--- src/rtl/hub75_row_sr_rx.sv ---
// HUB75 panel-side row-address receiver: shifts serial address bits, latches them onto the
// row drivers on LE, and reports each latch as a clean one-hot row or a classified error.
module hub75_row_sr_rx #(
  parameter int unsigned N_ROWS     = 32,
  parameter int unsigned LOG_N_ROWS = $clog2(N_ROWS)
) (
  input  logic                  clk,
  input  logic                  rst_n,
  input  logic                  phy_sr_clk,
  input  logic                  phy_sr_data,
  input  logic                  phy_le,
  output logic [N_ROWS-1:0]     row_sel,
  output logic [LOG_N_ROWS-1:0] row_addr,
  output logic                  row_valid,
  output logic                  row_err,
  output logic [1:0]            err_code
);

  localparam logic [LOG_N_ROWS:0] CntFull = (LOG_N_ROWS+1)'(N_ROWS);
  localparam logic [LOG_N_ROWS:0] CntMax  = (LOG_N_ROWS+1)'(N_ROWS + 1);

  typedef enum logic [2:0] {StIdle, StShift, StLatch, StReport, StWait} state_e;

  state_e                state_q;
  logic                  sr_clk_r, sr_clk_rr, sr_data_r, le_r, le_rr;
  logic [N_ROWS-1:0]     sr_q;
  logic [N_ROWS-1:0]     row_sel_q;
  logic [LOG_N_ROWS:0]   bit_cnt_q;
  logic                  proto_err_q;
  logic [LOG_N_ROWS-1:0] row_addr_q;
  logic                  row_valid_q, row_err_q;
  logic [1:0]            err_code_q;

  logic                  sr_rise, shift_ev, bad_edge, latch_ev;
  logic [LOG_N_ROWS:0]   bit_cnt_inc;
  logic [LOG_N_ROWS:0]   ones;
  logic [LOG_N_ROWS-1:0] hot_idx;

  assign sr_rise     = sr_clk_r & ~sr_clk_rr;
  assign shift_ev    = sr_rise & ~le_r;
  assign bad_edge    = sr_rise & le_r;
  assign latch_ev    = le_r & ~le_rr;
  assign bit_cnt_inc = (bit_cnt_q == CntMax) ? CntMax : bit_cnt_q + 1'b1;

  // Population count and index of the highest set bit of the latched word.
  always_comb begin
    ones    = '0;
    hot_idx = '0;
    for (int i = 0; i < int'(N_ROWS); i++) begin
      if (row_sel_q[i]) begin
        ones    = ones + 1'b1;
        hot_idx = LOG_N_ROWS'(i);
      end
    end
  end

  always_ff @(posedge clk or negedge rst_n) begin
    if (!rst_n) begin
      state_q     <= StIdle;
      sr_clk_r    <= 1'b0;
      sr_clk_rr   <= 1'b0;
      sr_data_r   <= 1'b0;
      le_r        <= 1'b0;
      le_rr       <= 1'b0;
      sr_q        <= '0;
      row_sel_q   <= '0;
      bit_cnt_q   <= '0;
      proto_err_q <= 1'b0;
      row_addr_q  <= '0;
      row_valid_q <= 1'b0;
      row_err_q   <= 1'b0;
      err_code_q  <= 2'b00;
    end else begin
      sr_clk_r    <= phy_sr_clk;
      sr_clk_rr   <= sr_clk_r;
      sr_data_r   <= phy_sr_data;
      le_r        <= phy_le;
      le_rr       <= le_r;
      row_valid_q <= 1'b0;
      row_err_q   <= 1'b0;
      err_code_q  <= 2'b00;

      if (latch_ev) row_sel_q <= sr_q;
      if (shift_ev && state_q != StWait) sr_q <= {sr_q[N_ROWS-2:0], sr_data_r};
      if (bad_edge || (shift_ev && state_q == StWait)) proto_err_q <= 1'b1;

      unique case (state_q)
        StIdle: begin
          if (latch_ev) begin
            state_q <= StLatch;
          end else if (shift_ev) begin
            state_q   <= StShift;
            bit_cnt_q <= bit_cnt_inc;
          end
        end
        StShift: begin
          if (latch_ev) state_q <= StLatch;
          else if (shift_ev) bit_cnt_q <= bit_cnt_inc;
        end
        StLatch: begin
          state_q <= StReport;
          if (bit_cnt_q != CntFull || proto_err_q) begin
            row_err_q  <= 1'b1;
            err_code_q <= 2'b01;
          end else if (ones == '0) begin
            row_err_q  <= 1'b1;
            err_code_q <= 2'b10;
          end else if (ones > (LOG_N_ROWS+1)'(1)) begin
            row_err_q  <= 1'b1;
            err_code_q <= 2'b11;
          end else begin
            row_valid_q <= 1'b1;
            row_addr_q  <= hot_idx;
          end
        end
        StReport: begin
          // A bad edge in this very cycle must survive the clear.
          bit_cnt_q   <= shift_ev ? (LOG_N_ROWS+1)'(1) : '0;
          proto_err_q <= bad_edge;
          if (le_r)          state_q <= StWait;
          else if (shift_ev) state_q <= StShift;
          else               state_q <= StIdle;
        end
        StWait: begin
          if (!le_r) state_q <= StIdle;
        end
        default: state_q <= StIdle;
      endcase
    end
  end

  assign row_sel   = row_sel_q;
  assign row_addr  = row_addr_q;
  assign row_valid = row_valid_q;
  assign row_err   = row_err_q;
  assign err_code  = err_code_q;

endmodule
--- config.mk ---
export PLATFORM = sky130hd
export DESIGN_NAME = hub75_row_sr_rx
export DESIGN_NICKNAME = d
export VERILOG_FILES = /design/src/rtl/hub75_row_sr_rx.sv
export SDC_FILE = /design/constraint.sdc
export NUM_CORES = 1
export LEC_CHECK = 0
export CORE_AREA = 10 10 137 139
export CTS_BUF_LIST = sky130_fd_sc_hd__clkbuf_4
export DETAILED_ROUTE_END_ITERATION = 6
export DIE_AREA = 0 0 147 149
export PLACE_DENSITY = 0.71
export SLEW_MARGIN = 20
export SYNTH_ARGS = -nofsm -noshare
export SYNTH_HDL_FRONTEND = slang
export SYNTH_SLANG_ARGS = --single-unit
--- constraint.sdc ---
create_clock -name clk -period 22.7 [get_ports clk]
set_clock_uncertainty 0.1 [all_clocks]
set_input_delay 2.27 -clock clk [delete_from_list [all_inputs] [get_ports clk]]
set_output_delay 2.27 -clock clk [all_outputs]
set_load 0.02 [all_outputs]
==> metrics.txt, run 1 <==
Synth Register Bits=88; clock-pin slew on the worst setup and hold paths=0.13 ns; Initial Util=53.94%; post-CTS setup repair buffer count=0; Reg area=2202 um^2; global-route wire length before repair=32.05 mm; Synth area leaders=dfrtp_1 (25%), xnor2_1 (9.0%), mux2_2 (6.7%); Slew Viols, Final=0; Hold Path Class=reg -> reg; dpl hpwl=14.20 mm; leading area contributor after synthesis=dfrtp_1; H-tree levels=3; Die W=147 um; CTS tree=built; Worst EP arrival=18.60 ns; Worst-Margin Slew=1.003 ns; Worst Setup End Kind=flop; Clock Sinks=88; GRT overflow=0; Final Hold Viols=0; Post-Route WL=18.52 mm; die area=21900 um^2; Startpoint Class=flop; crit share post-route=80.81%; Core Box Area=16170 um^2; Worst EP required=22.96 ns; # setup viols final=0; initial antenna violation count=0; Clk Latency, worst-skew pair=0.44 ns; Worst path top cell family by delay=adder cells; post-synthesis compound-gate area fraction=16.81%; Final Core Density=58.38%; async set-reset flop share out of synthesis=100.0%; Crit path buffers/inverters=4; 1st-iter DRT viols=432; CP Class=reg -> reg; register area share after synthesis=25.24%; Final ANT Viol Nets=0; Post-synth EDFFs=0; crit-path max FO=7; unrepaired setup endpoints after global routing=false; cts hold-fix bufs=0; Mapped Nets=1033; Initial DRT Pass Iterations=5; multiplexer area fraction after synthesis=9.022%; CTS max path bufs=2; # nets final=1042; Top Ports=46; share of layout cells above drive strength 1=12.13%; Synthesis Warnings=0; Fmax achieved=54.52 MHz; status=finished clean; post-synth top area share=25.24%; Area Overhead vs Synth=8.219%; Post-Syn Area=8723 um^2; area share of fa/ha/maj cells after synthesis=5.393%; Cells after Synth=992; Post-Route Hold Slack=0.2895 ns; drt via density=5.682; delay of the slowest critical-path stage=0.47 ns; clock buffers created by TritonCTS=9; Routed wire per std cell=15.10 um; Max-Cap Viols=0; RD Place Congestion=0.8829; Multi-input gate area=6197 um^2; DRC=0; Row Count=47; Unique masters post-synth=89; Post-Syn Area per Cell=8.794 um^2; shortest period the worst path allows=18.34 ns; Slew HR=32.96%; vias in the first global route=6574; critical path's most frequent cell=ha_1; Simple-Gate Fraction of Synth Area=19.19%; slowest CP cell=nor4b_4; largest net degree at the start of global routing=67; post_cts resized=0; Die Y-Extent=149 um; ant diodes=0; largest family of logic cells by synthesized area=XOR/XNOR gates; port bufs=45; xor/xnor cell area share of the yosys netlist=20.41%; TNS Setup=0 ns; via count=6966; clk root buf=clkbuf_4; Most used DFF post-synth=dfrtp_1; global-route usage over all layers=16.91%; # fillers=1469
metal layers:
| metal | track usage (%) | wire [um] |
|---|---|---|
| met1 | 24.07 | 9245 |
| met2 | 26.90 | 8494 |
| met3 | 2.458 | 652 |
| met4 | 3.221 | 122 |
| met5 | 0 | 0 |
metrics by stage:
step / instance area [um^2] / worst slack [ns] / std cells
after floorplan: 8723 / 6.323 / 992
after global placement: 9276 / 5.127 / 1209
after detailed placement: 9276 / 4.571 / 1209
after CTS: 9420 / 4.489 / 1225
after global routing: 9440 / 2.487 / 1226
final: 9440 / 4.357 / 1226
cell usage in the layout (no fill, tap or decap), types with 8 or more instances in the layout:
cell type	count
and2_1	16
nand3b_1	8
xor2_1	33
inv_1	35
ha_1	36
o211ai_1	9
a21oi_1	50
nand2b_1	13
clkbuf_4	10
xnor3_1	9
nand2_1	107
mux2i_1	19
dfrtp_1	88
a21o_1	8
and3_1	10
o21ai_0	53
a31oi_1	11
nor3_1	24
nor2_1	66
mux2_2	52
clkdlybuf4s50_1	44
nand3_1	32
nand4_1	10
xnor2_1	90
nor2b_1	15
worst paths after layout:
check                      slack, ns          end  cells past startpoint        from
setup reg to reg                4.36  row_addr[0]                     96  row_sel[0]
hold reg to reg                 0.29        le_rr                      0        le_r
min in group asynchronous       1.59  err_code[0]                      1       rst_n
hold / removal                  0.29        le_rr                      0        le_r
setup / recovery                4.36  row_addr[0]                     96  row_sel[0]
max in group asynchronous      19.80   row_sel[9]                      2       rst_n
synthesized netlist by cell type (all sizes together) (5+ instances only):
master     n
nor3      24
a21oi     51
dfrtp     88
buf        8
a31o       5
a211oi     5
nand2b    13
a31oi     11
a21o       8
mux2      53
or3        6
mux2i     19
nor2b     15
xor2      40
clkbuf    41
o221ai     6
nand3     32
nand2    108
o211ai     9
nor4b      5
xnor3     15
or2        7
inv       38
nand4     10
ha        36
nand3b     8
a2bb2oi    5
and2      16
nor2      67
o21bai     5
xnor2     97
nor4       5
o21ai     54
and3      10
logic make-up after synthesis:
kind of cell	Yosys count
DFF	88
and+or+nand+nor	337
AOI/OAI and AO/OA	215
xor gates and xnor gates	154
adders and majority gates	38
buffers and inverters	88
muxes	72
state kept, by name, summed over array words and instances (netlist names), 2 cells and up:
signal and cells:
bit_cnt_q 6, sr_q 32, err_code 2, row_sel 32
row_addr 5, state_q 3
layout make-up:
cell class,count,area share (%)
timing repair buffer,47,5.036
inverter,39,1.551
clock buffer,10,0.7952
clock inverter,6,0.7290
tap,220,2.916
sequential,88,23.33
multi-input combinational,816,65.65
Power of run 1 is left out: the tool's default activity adds up to more than one toggle a clock period on the data nets, which glitch-free logic cannot reach.
==> run 2: changes to the inputs <==
- clock period: 22.7 -> 18.4 ns (I/O delays scaled with it)
==> metrics.txt, run 2 (synthesis gave the netlist of run 1 again) <==
Clock Sinks=88; Final Hold Viols=0; Post-Route WL=19.13 mm; RD Place Congestion=0.8828; Slew HR=32.12%; clock buffers created by TritonCTS=9; busiest grt layer=met2; H-tree levels=3; GRT overflow=0; critical path's most frequent cell=ha_1; Area after DPL=9276 um^2; die area=21900 um^2; Fmax achieved=58.07 MHz; grt met1 use=23.89%; Hold Path Class=reg -> reg; port bufs=45; Worst Setup End Kind=flop; most frequent cells in the layout=nand2_1 (106), xnor2_1 (87), dfrtp_1 (87); Slew Viols, Final=0; status=finished clean; CP Class=reg -> reg; via count=7110; dpl hpwl=14.34 mm; Clk Latency, worst-skew pair=0.42 ns; delay of the slowest critical-path stage=0.43 ns; Initial Util=53.94%; # setup viols final=0; Final Instance Area=9664 um^2; ant diodes=0; CTS max path bufs=2; Die Y-Extent=149 um; Max-Cap Viols=0; Initial DRT Pass Iterations=5; Post-Route Hold Slack=0.2910 ns; Routed wire per std cell=15.42 um; commonest non-fill, non-tap cell in the layout=nand2_1; Core Box Area=16170 um^2; Worst EP required=18.64 ns; met3 usage=1.972%; 1st-iter DRT viols=430; Row Count=47; largest net degree at the start of global routing=67; Top Ports=46; # nets final=1056; share of layout cells above drive strength 1=15.49%; Startpoint Class=flop; cts hold-fix bufs=0; Die W=147 um; slowest CP cell=dfrtp_1; initial antenna violation count=0; Worst-Margin Slew=1.016 ns; TNS Setup=0 ns; CTS tree=built; Area Overhead vs Synth=10.79%; global-route wire length before repair=32.22 mm; Worst EP arrival=17.46 ns; drt via density=5.734; crit share post-route=93.59%; Final ANT Viol Nets=0; DRC=0; clock-pin slew on the worst setup and hold paths=0.14 ns; clk root buf=clkbuf_4; met2 Usage GRT=27.51%; vias in the first global route=6621; crit-path max FO=7; shortest period the worst path allows=17.22 ns; global-route usage over all layers=16.94%
## run 2: cell count changes in the layout (fill, tap and decap cells not counted), sizes merged
cell,delta
buf,+14
## run 2: path summary, 6_finish.rpt
kind	startpoint	endpoint	slack [ns]	depth (start not counted)
min in group asynchronous	rst_n	err_code[1]	1.18	1
max in group asynchronous	rst_n	row_sel[7]	15.91	2
worst min-delay path	le_r	le_rr	0.29	0
worst min register to register	le_r	le_rr	0.29	0
worst max register to register	row_sel[0]	row_addr[4]	1.18	98
worst max-delay path	row_sel[0]	row_addr[4]	1.18	98
## run 2: final cells by class
type                    count  area [um^2]
clock inverters             6        68.82
repair buffers             61        588.1
inverters                  39        146.4
well taps                 220        275.3
multi-input cells         816         6307
flip-flops and latches     88         2203
fillers                  1423         6507
clock buffers              10        75.07
## run 2: timing repair
action / 4_1_cts / 5_1_grt
endpoints found under the setup margin: 0 / 9
setup buffers: 0 / 14
resized for setup: 0 / 29
## run 2: layer usage
metal | wire (um) | up-vias
met1 | 9363 | 3400
met3 | 615 | 15
met5 | 0 | -
met2 | 8988 | 112
li1 | - | 3583
met4 | 157 | 0
## run 2: through the flow
step / setup slack [ns] / util (%) / instances
detailed placement: 0.2457 / 57.36 / 1209
CTS: 0.1719 / 58.25 / 1225
finish: 1.179 / 59.76 / 1240
floorplan: 2.023 / - / 992
global route: -0.1909 / 59.76 / 1240
global placement: 0.8291 / 57.36 / 1209
## run 2: worst max-delay path: cells and delay by family, from the launching register on
family / cells / cell delay (ns)
DFF: 1 / 0.43
xor gates and xnor gates: 14 / 2.65
adders and majority gates: 17 / 4.75
AOI/OAI and AO/OA: 30 / 4.05
buffers and inverters: 3 / 0.22
muxes: 3 / 0.63
and+or+nand+nor: 31 / 4.32
Power of run 2 is left out for the same reason.
==> run 3: changes to the inputs <==
- CTS_CLUSTER_DIAMETER: unset -> 200
- TNS_END_PERCENT: unset -> 10
==> results of run 3 <==
Final layout, timing and power as in run 2 (identical DEF).
Power of run 3 is left out for the same reason.
